<file path="config.mk">
export PLATFORM = sky130hd
export DESIGN_NAME = axi4_lite_default_slave
export DESIGN_NICKNAME = d
export VERILOG_FILES = /design/src/rtl/axi4_lite_default_slave.sv
export SDC_FILE = /design/constraint.sdc
export NUM_CORES = 1
export LEC_CHECK = 0
export ABC_AREA = 1
export CAP_MARGIN = 20
export CORE_AREA = 2 2 62 64
export DETAILED_ROUTE_END_ITERATION = 12
export DIE_AREA = 0 0 64 66
export PLACE_DENSITY_LB_ADDON = 0.12
export SLEW_MARGIN = 0
export SYNTH_ARGS = -nofsm -noshare
export SYNTH_HDL_FRONTEND = slang
export SYNTH_SLANG_ARGS = --single-unit
</file>
<file path="constraint.sdc">
create_clock -name aclk -period 1.7 [get_ports aclk]
set_input_delay 0.51 -clock aclk [delete_from_list [all_inputs] [get_ports aclk]]
set_output_delay 0.51 -clock aclk [all_outputs]
set_load 0.02 [all_outputs]
</file>
<file path="src/rtl/axi4_lite_default_slave.sv">
// axi4_lite_default_slave
//   Default (catch-all) AXI4-Lite slave. Every write and read is accepted and
//   answered with response code RESP; reads return the constant D. Each
//   channel keeps up to DEPTH outstanding transactions, answered in FIFO order.
//
// Parameters
//   I     ID width (0 = IDs not used, bid/rid driven to zero)
//   DW    data width, 32 or 64
//   D     read data value, zero-extended to DW
//   RESP  response code driven on bresp/rresp
//   DEPTH outstanding transactions per channel, power of two, 1..8
//
// Ports
//   aclk, aresetn                 clock, synchronous active-low reset
//   i_awvalid/o_awready, i_awid   write address handshake
//   i_wvalid/o_wready, i_wdata,
//   i_wstrb                       write data handshake (data/strobes ignored)
//   o_bvalid/i_bready, o_bid,
//   o_bresp                       write response
//   i_arvalid/o_arready, i_arid   read address handshake
//   o_rvalid/i_rready, o_rid,
//   o_rdata, o_rresp              read response
//   o_wr_cnt, o_rd_cnt            saturating B/R handshake counters, present
//                                 only when AXI4_LITE_DEFAULT_SLAVE_CNT_EN is
//                                 defined
//
// All ready outputs are derived from registered occupancy only, so there is
// no combinational path from a valid input to the same channel's ready.

// ID queue: DEPTH-entry FIFO of transaction IDs with registered occupancy.
//   i_push/i_push_id  enqueue (ignored when full)
//   i_pop             dequeue head (ignored when empty)
//   o_not_full        occupancy below DEPTH (pre-pop value)
//   o_not_empty       at least one entry present
//   o_head            oldest entry
module axi4_lite_default_slave_idq #(
  parameter int unsigned W     = 1,
  parameter int unsigned DEPTH = 4
) (
  input  logic         aclk,
  input  logic         aresetn,
  input  logic         i_push,
  input  logic [W-1:0] i_push_id,
  input  logic         i_pop,
  output logic         o_not_full,
  output logic         o_not_empty,
  output logic [W-1:0] o_head
);
  localparam int unsigned CW = $clog2(DEPTH + 1);
  localparam int unsigned PW = (DEPTH > 1) ? $clog2(DEPTH) : 1;

  logic [W-1:0]  r_mem [DEPTH];
  logic [PW-1:0] r_wp;
  logic [PW-1:0] r_rp;
  logic [CW-1:0] r_cnt;
  logic          w_push;
  logic          w_pop;

  function automatic logic [PW-1:0] f_inc(input logic [PW-1:0] p);
    return (p == PW'(DEPTH - 1)) ? '0 : p + PW'(1);
  endfunction

  assign o_not_full  = (r_cnt < CW'(DEPTH));
  assign o_not_empty = (r_cnt != '0);
  assign o_head      = r_mem[r_rp];
  assign w_push      = i_push & o_not_full;
  assign w_pop       = i_pop & o_not_empty;

  always_ff @(posedge aclk) begin
    if (w_push) r_mem[r_wp] <= i_push_id;
  end

  always_ff @(posedge aclk) begin
    if (!aresetn) begin
      r_wp  <= '0;
      r_rp  <= '0;
      r_cnt <= '0;
    end else begin
      if (w_push) r_wp <= f_inc(r_wp);
      if (w_pop)  r_rp <= f_inc(r_rp);
      if (w_push && !w_pop)      r_cnt <= r_cnt + CW'(1);
      else if (!w_push && w_pop) r_cnt <= r_cnt - CW'(1);
    end
  end
endmodule

module axi4_lite_default_slave #(
  parameter int unsigned I     = 0,
  parameter int unsigned DW    = 32,
  parameter logic [63:0] D     = 64'hbaadc0de,
  parameter logic [1:0]  RESP  = 2'b11,
  parameter int unsigned DEPTH = 4,
  localparam int unsigned IW   = (I > 0) ? I : 1
) (
  input  logic            aclk,
  input  logic            aresetn,
  input  logic            i_awvalid,
  output logic            o_awready,
  input  logic [IW-1:0]   i_awid,
  input  logic            i_wvalid,
  output logic            o_wready,
  input  logic [DW-1:0]   i_wdata,
  input  logic [DW/8-1:0] i_wstrb,
  output logic            o_bvalid,
  input  logic            i_bready,
  output logic [IW-1:0]   o_bid,
  output logic [1:0]      o_bresp,
  input  logic            i_arvalid,
  output logic            o_arready,
  input  logic [IW-1:0]   i_arid,
  output logic            o_rvalid,
  input  logic            i_rready,
  output logic [IW-1:0]   o_rid,
  output logic [DW-1:0]   o_rdata,
  output logic [1:0]      o_rresp
`ifdef AXI4_LITE_DEFAULT_SLAVE_CNT_EN
  ,
  output logic [15:0]     o_wr_cnt,
  output logic [15:0]     o_rd_cnt
`endif
);
  localparam int unsigned CW = $clog2(DEPTH + 1);

  logic [IW-1:0] w_awid;
  logic [IW-1:0] w_arid;
  logic          w_aw_ne;
  logic          w_aw_acc;
  logic          w_w_acc;
  logic          w_b_hs;
  logic          w_ar_acc;
  logic          w_r_hs;
  logic [CW-1:0] r_wtok;
  logic          w_unused_wdata;

  // Write data content is irrelevant to a default slave.
  assign w_unused_wdata = ^{i_wdata, i_wstrb};

  // Without IDs the queues only track occupancy; stored IDs stay zero.
  assign w_awid = (I > 0) ? i_awid : '0;
  assign w_arid = (I > 0) ? i_arid : '0;

  assign w_aw_acc = i_awvalid & o_awready;
  assign w_w_acc  = i_wvalid & o_wready;
  assign w_b_hs   = o_bvalid & i_bready;
  assign w_ar_acc = i_arvalid & o_arready;
  assign w_r_hs   = o_rvalid & i_rready;

  axi4_lite_default_slave_idq #(
    .W     (IW),
    .DEPTH (DEPTH)
  ) u_awq (
    .aclk        (aclk),
    .aresetn     (aresetn),
    .i_push      (i_awvalid),
    .i_push_id   (w_awid),
    .i_pop       (w_b_hs),
    .o_not_full  (o_awready),
    .o_not_empty (w_aw_ne),
    .o_head      (o_bid)
  );

  axi4_lite_default_slave_idq #(
    .W     (IW),
    .DEPTH (DEPTH)
  ) u_arq (
    .aclk        (aclk),
    .aresetn     (aresetn),
    .i_push      (i_arvalid),
    .i_push_id   (w_arid),
    .i_pop       (w_r_hs),
    .o_not_full  (o_arready),
    .o_not_empty (o_rvalid),
    .o_head      (o_rid)
  );

  // W beats are counted as tokens independently of AW, so the two halves of
  // a write may arrive in either order; a B needs one of each.
  assign o_wready = (r_wtok < CW'(DEPTH));
  assign o_bvalid = w_aw_ne & (r_wtok != '0);
  assign o_bresp  = RESP;
  assign o_rdata  = D[DW-1:0];
  assign o_rresp  = RESP;

  always_ff @(posedge aclk) begin
    if (!aresetn) begin
      r_wtok <= '0;
    end else if (w_w_acc && !w_b_hs) begin
      r_wtok <= r_wtok + CW'(1);
    end else if (!w_w_acc && w_b_hs) begin
      r_wtok <= r_wtok - CW'(1);
    end
  end

`ifdef AXI4_LITE_DEFAULT_SLAVE_CNT_EN
  logic [15:0] r_wr_cnt;
  logic [15:0] r_rd_cnt;

  always_ff @(posedge aclk) begin
    if (!aresetn) begin
      r_wr_cnt <= '0;
      r_rd_cnt <= '0;
    end else begin
      if (w_b_hs && (r_wr_cnt != '1)) r_wr_cnt <= r_wr_cnt + 16'd1;
      if (w_r_hs && (r_rd_cnt != '1)) r_rd_cnt <= r_rd_cnt + 16'd1;
    end
  end

  assign o_wr_cnt = r_wr_cnt;
  assign o_rd_cnt = r_rd_cnt;
`else
  // Counters absent: handshakes only drive the response queues.
`endif
endmodule

</file>
==> flow_summary_export.csv, run 1 <==
group,metric,value,unit
floorplanning,top_level_ports,88,
critical_path,r2r_setup_slack,0.06,ns
clock_tree,clkTransAtPathRegs,0.07,ns
clock_tree,clock_latency,0.26,ns
logic_synthesis,synth_top_area_cell,"buf_4",
drt,wirelength,1435,um
finish,final_layout_size_suffix_gt1_share,39.49,%
power,ir_worst_vdd,0.5407,mV
finish,fin_cells,205,
drt,wl_per_cell,7.000,um
logic_synthesis,synth_top_area_share,32.57,%
floorplanning,rows,22,
logic_synthesis,postSynthCellCount,125,
timing,grt_setup_unrepaired,"true",
timing,finalClockSkew,0.001630,ns
critical_path,cp_common_cell,"inv_2",
logic_synthesis,ys_async_sr_fraction,0,%
finish,final_area,1129,um2
critical_path,rr_worst_depth,14,
timing,hold_viol_final,0,
timing,finalMaxSlewViolations,0,
placed_design,placed_area,1008,um2
logic_synthesis,synth_edf_count,0,
hold_path,min_path_cells,2,
hold_path,hp-start,"u_arq.r_cnt[0]$_SDFFE_PN0P_",
power,p_leak,0.5934,nW
critical_path,worstPathArrival,1.81,ns
critical_path,worstPathMaxFanout,3,
global_routing,grt_pass1_vias,571,
drt,vias_per_cell,3.444,
drt,drc_errors,0,
timing,fin_crit_sh,96.61,%
clock_tree,htreeDepth,1,
status,outcome,"complete, no violations",
placed_design,post-place-cells,196,
logic_synthesis,yosysMostFrequentCell,"buf_4",
timing,setup_viol,0,
logic_synthesis,netlist_area,875.8,um2
floorplanning,core-area,3551,um2
clock_tree,cts_tree,"yes",
power,fin_total_pwr,0.002151,W
finish,nNetsFinal,209,
clock_tree,cts_inserted_buffers,3,
placed_design,place_ws,-0.4537,ns
critical_path,endpoint_kind,"flip-flop",
drt,drt_iter0_markers,8,
critical_path,path_depth,14,
clock_tree,ctsHoldBuffers,0,
drt,postRouteAntennaNets,0,
floorplanning,die_area,4224,um2
floorplanning,die_h,66,um
floorplanning,start_util,24.67,%
power,pwr_density_cell,1906,nW/um2
global_routing,grt_pass1_wl,2283,um
finish,syn2layout_area_growth,28.86,%
timing,fmax,608.9,MHz
global_routing,antenna_found_initial,0,
global_routing,grt_max_degree,10,
finish,fillCellCount,388,
timing,worst_slack,0.05766,ns
hold_path,min_path_type,"reg2reg",
logic_synthesis,avgSynthCellArea,7.007,um2
logic_synthesis,yosysSeqAreaShare,20.57,%
clock_tree,root_buffer,"clkbuf_4",
logic_synthesis,synth_area_leaders,"buf_4 33%, dfxtp_1 21%, inv_1 7.3%, fa_1 6.9%, nand2_1 6.4%",
critical_path,worst-path-buf-inv,5,
placed_design,gp_congestion,0.7263,
logic_synthesis,yosys_register_bits,9,
clock_tree,cts.sinks,9,
critical_path,critPathLaunchType,"flip-flop",
hold_path,min_delay_worst_endpoint,"u_arq.r_cnt[0]$_SDFFE_PN0P_",
finish,diodes,0,
critical_path,cpPeakStageDelay,0.35,ns
logic_synthesis,synth.top_cells.by_count,"38 x buf_4, 17 x inv_1, 15 x nand2_1",
critical_path,cp_cell_sequence,"inv_2 > nand2_2 > o21ai_2 > inv_2 > nand2_2 > ha_4 > inv_2 > fa_2 > inv_2 > nand2_2 > nand3_2 > nand2_2 > inv_2 > nor2_2",
timing,finalCriticalPeriod,1.642,ns
critical_path,cp_slowest_cell,"fa_2",
placed_design,io_buffer_count,11,
placed_design,place_hpwl,1159,um
global_routing,grt.overflow.total,0,
floorplanning,die_x,64,um
global_routing,grt_usage,6.869,%
logic_synthesis,ys.flop_type,"dfxtp_1",
run,drv_cap,0,
critical_path,setup.worst_path.class,"reg2reg",
drt,num_vias,706,
drt,firstDrtPassIters,2,
critical_path,worstPathRequired,1.86,ns
critical_path,regToRegEndpoint,"u_awq.r_cnt[2]$_SDFFE_PN0P_",
clock_tree,clock_path_buffers,2,
logic_synthesis,ys_types,16,
critical_path,r2r_start,"u_awq.r_cnt[0]$_SDFFE_PN0P_",
critical_path,crit_family,"adder cells",
logic_synthesis,ys_warn_count,0,
timing,finalSetupTns,0,ns
-- layer usage --
metal  part of all wire [%]  track usage [%]
met5                      0                0
met3                    6.2            2.555
met1                     41            7.312
met4                    1.1            2.446
met2                     51            12.37
-- report_power, final --
group,switching [W],total [W],internal (W)
clock network,0.0000823,0.000173,0.0000907
logic,0.000837,0.00157,0.000728
registers,0.0000815,0.000413,0.000332
total,0.00100,0.00215,0.00115
-- how the worst max path moves through the flow --
stage	startpoint	to	slack, ns
final	u_awq.r_cnt[0]$_SDFFE_PN0P_	u_awq.r_cnt[2]$_SDFFE_PN0P_	0.06
after global placement	i_arvalid	u_arq.r_cnt[2]$_SDFFE_PN0P_	-0.46
after CTS	u_awq.r_cnt[2]$_SDFFE_PN0P_	u_awq.r_cnt[2]$_SDFFE_PN0P_	-0.03
after floorplan	u_awq.r_cnt[2]$_SDFFE_PN0P_	r_wtok[2]$_SDFFE_PN0P_	-0.008
after global routing	r_wtok[0]$_SDFFE_PN0P_	u_awq.r_cnt[2]$_SDFFE_PN0P_	-0.05
after detailed placement	i_arvalid	u_arq.r_cnt[2]$_SDFFE_PN0P_	-0.45
-- final cells by class --
type | count | area [um2] | area share, %
Multi-Input combinational cell | 92 | 535.5 | 47.45
Clock buffer | 4 | 26.28 | 2.328
Inverter | 22 | 82.58 | 7.317
Sequential cell | 9 | 187.7 | 16.63
Timing Repair Buffer | 30 | 236.5 | 20.95
Tap cell | 48 | 60.06 | 5.322
-- cells by family after synthesis --
family / after synthesis / synth area share, %
adder cells (fa/ha/maj): 6 / 11.14
AND/OR/NAND/NOR: 38 / 19.29
other: 2 / 0.8575
flip-flops: 9 / 20.57
AO/OA/AOI/OAI: 10 / 6.143
buffers and inverters: 60 / 42.00
-- placed cells by master, fill, tap and decap left out, types with 4 or more instances in the layout --
cell,count
dlygate4sd2_1,9
nand2_1,8
inv_2,11
conb_1,38
buf_4,19
inv_1,11
nand2_2,10
nor2_1,9
o21ai_0,4
nor2_2,4
dfxtp_1,5
-- flip-flops by register name, indices dropped and copies added, names as in the netlist --
| register | flops |
|---|---|
| r_wtok | 3 |
| u_awq.r_cnt | 3 |
| u_arq.r_cnt | 3 |
-- worst reg2reg max path, delay by kind of cell, from the launching register on --
kind | cells | cell delay, ns
adder cells (fa/ha/maj) | 2 | 0.49
AND/OR/NAND/NOR | 6 | 0.33
flip-flops | 1 | 0.32
buffers and inverters | 5 | 0.26
AO/OA/AOI/OAI | 1 | 0.14
-- per-stage QoR --
step	utilization, %	hold slack, ns
global route	31.78	0.5418
floorplan	-	0.4801
global placement	28.40	0.4828
CTS	30.16	0.5340
finish	31.78	0.5156
detailed placement	28.40	0.4893
-- what timing repair did --
| item | in CTS | in global routing |
|---|---|---|
| gates cloned | 0 | 0 |
| buffers inserted | 3 | 2 |
| gates resized for setup | 23 | 15 |
| setup endpoints to repair | 11 | 7 |
| pin swaps | 18 | 13 |
| hold endpoints to repair | 0 | 0 |
No activity file was read; power rests on OpenSTA's default activity.
==> run 2: changes to the inputs <==
- HOLD_SLACK_MARGIN: not set -> 0.02
==> results of run 2 <==
No change in the layout: final DEF, timing and power equal those of run 1.
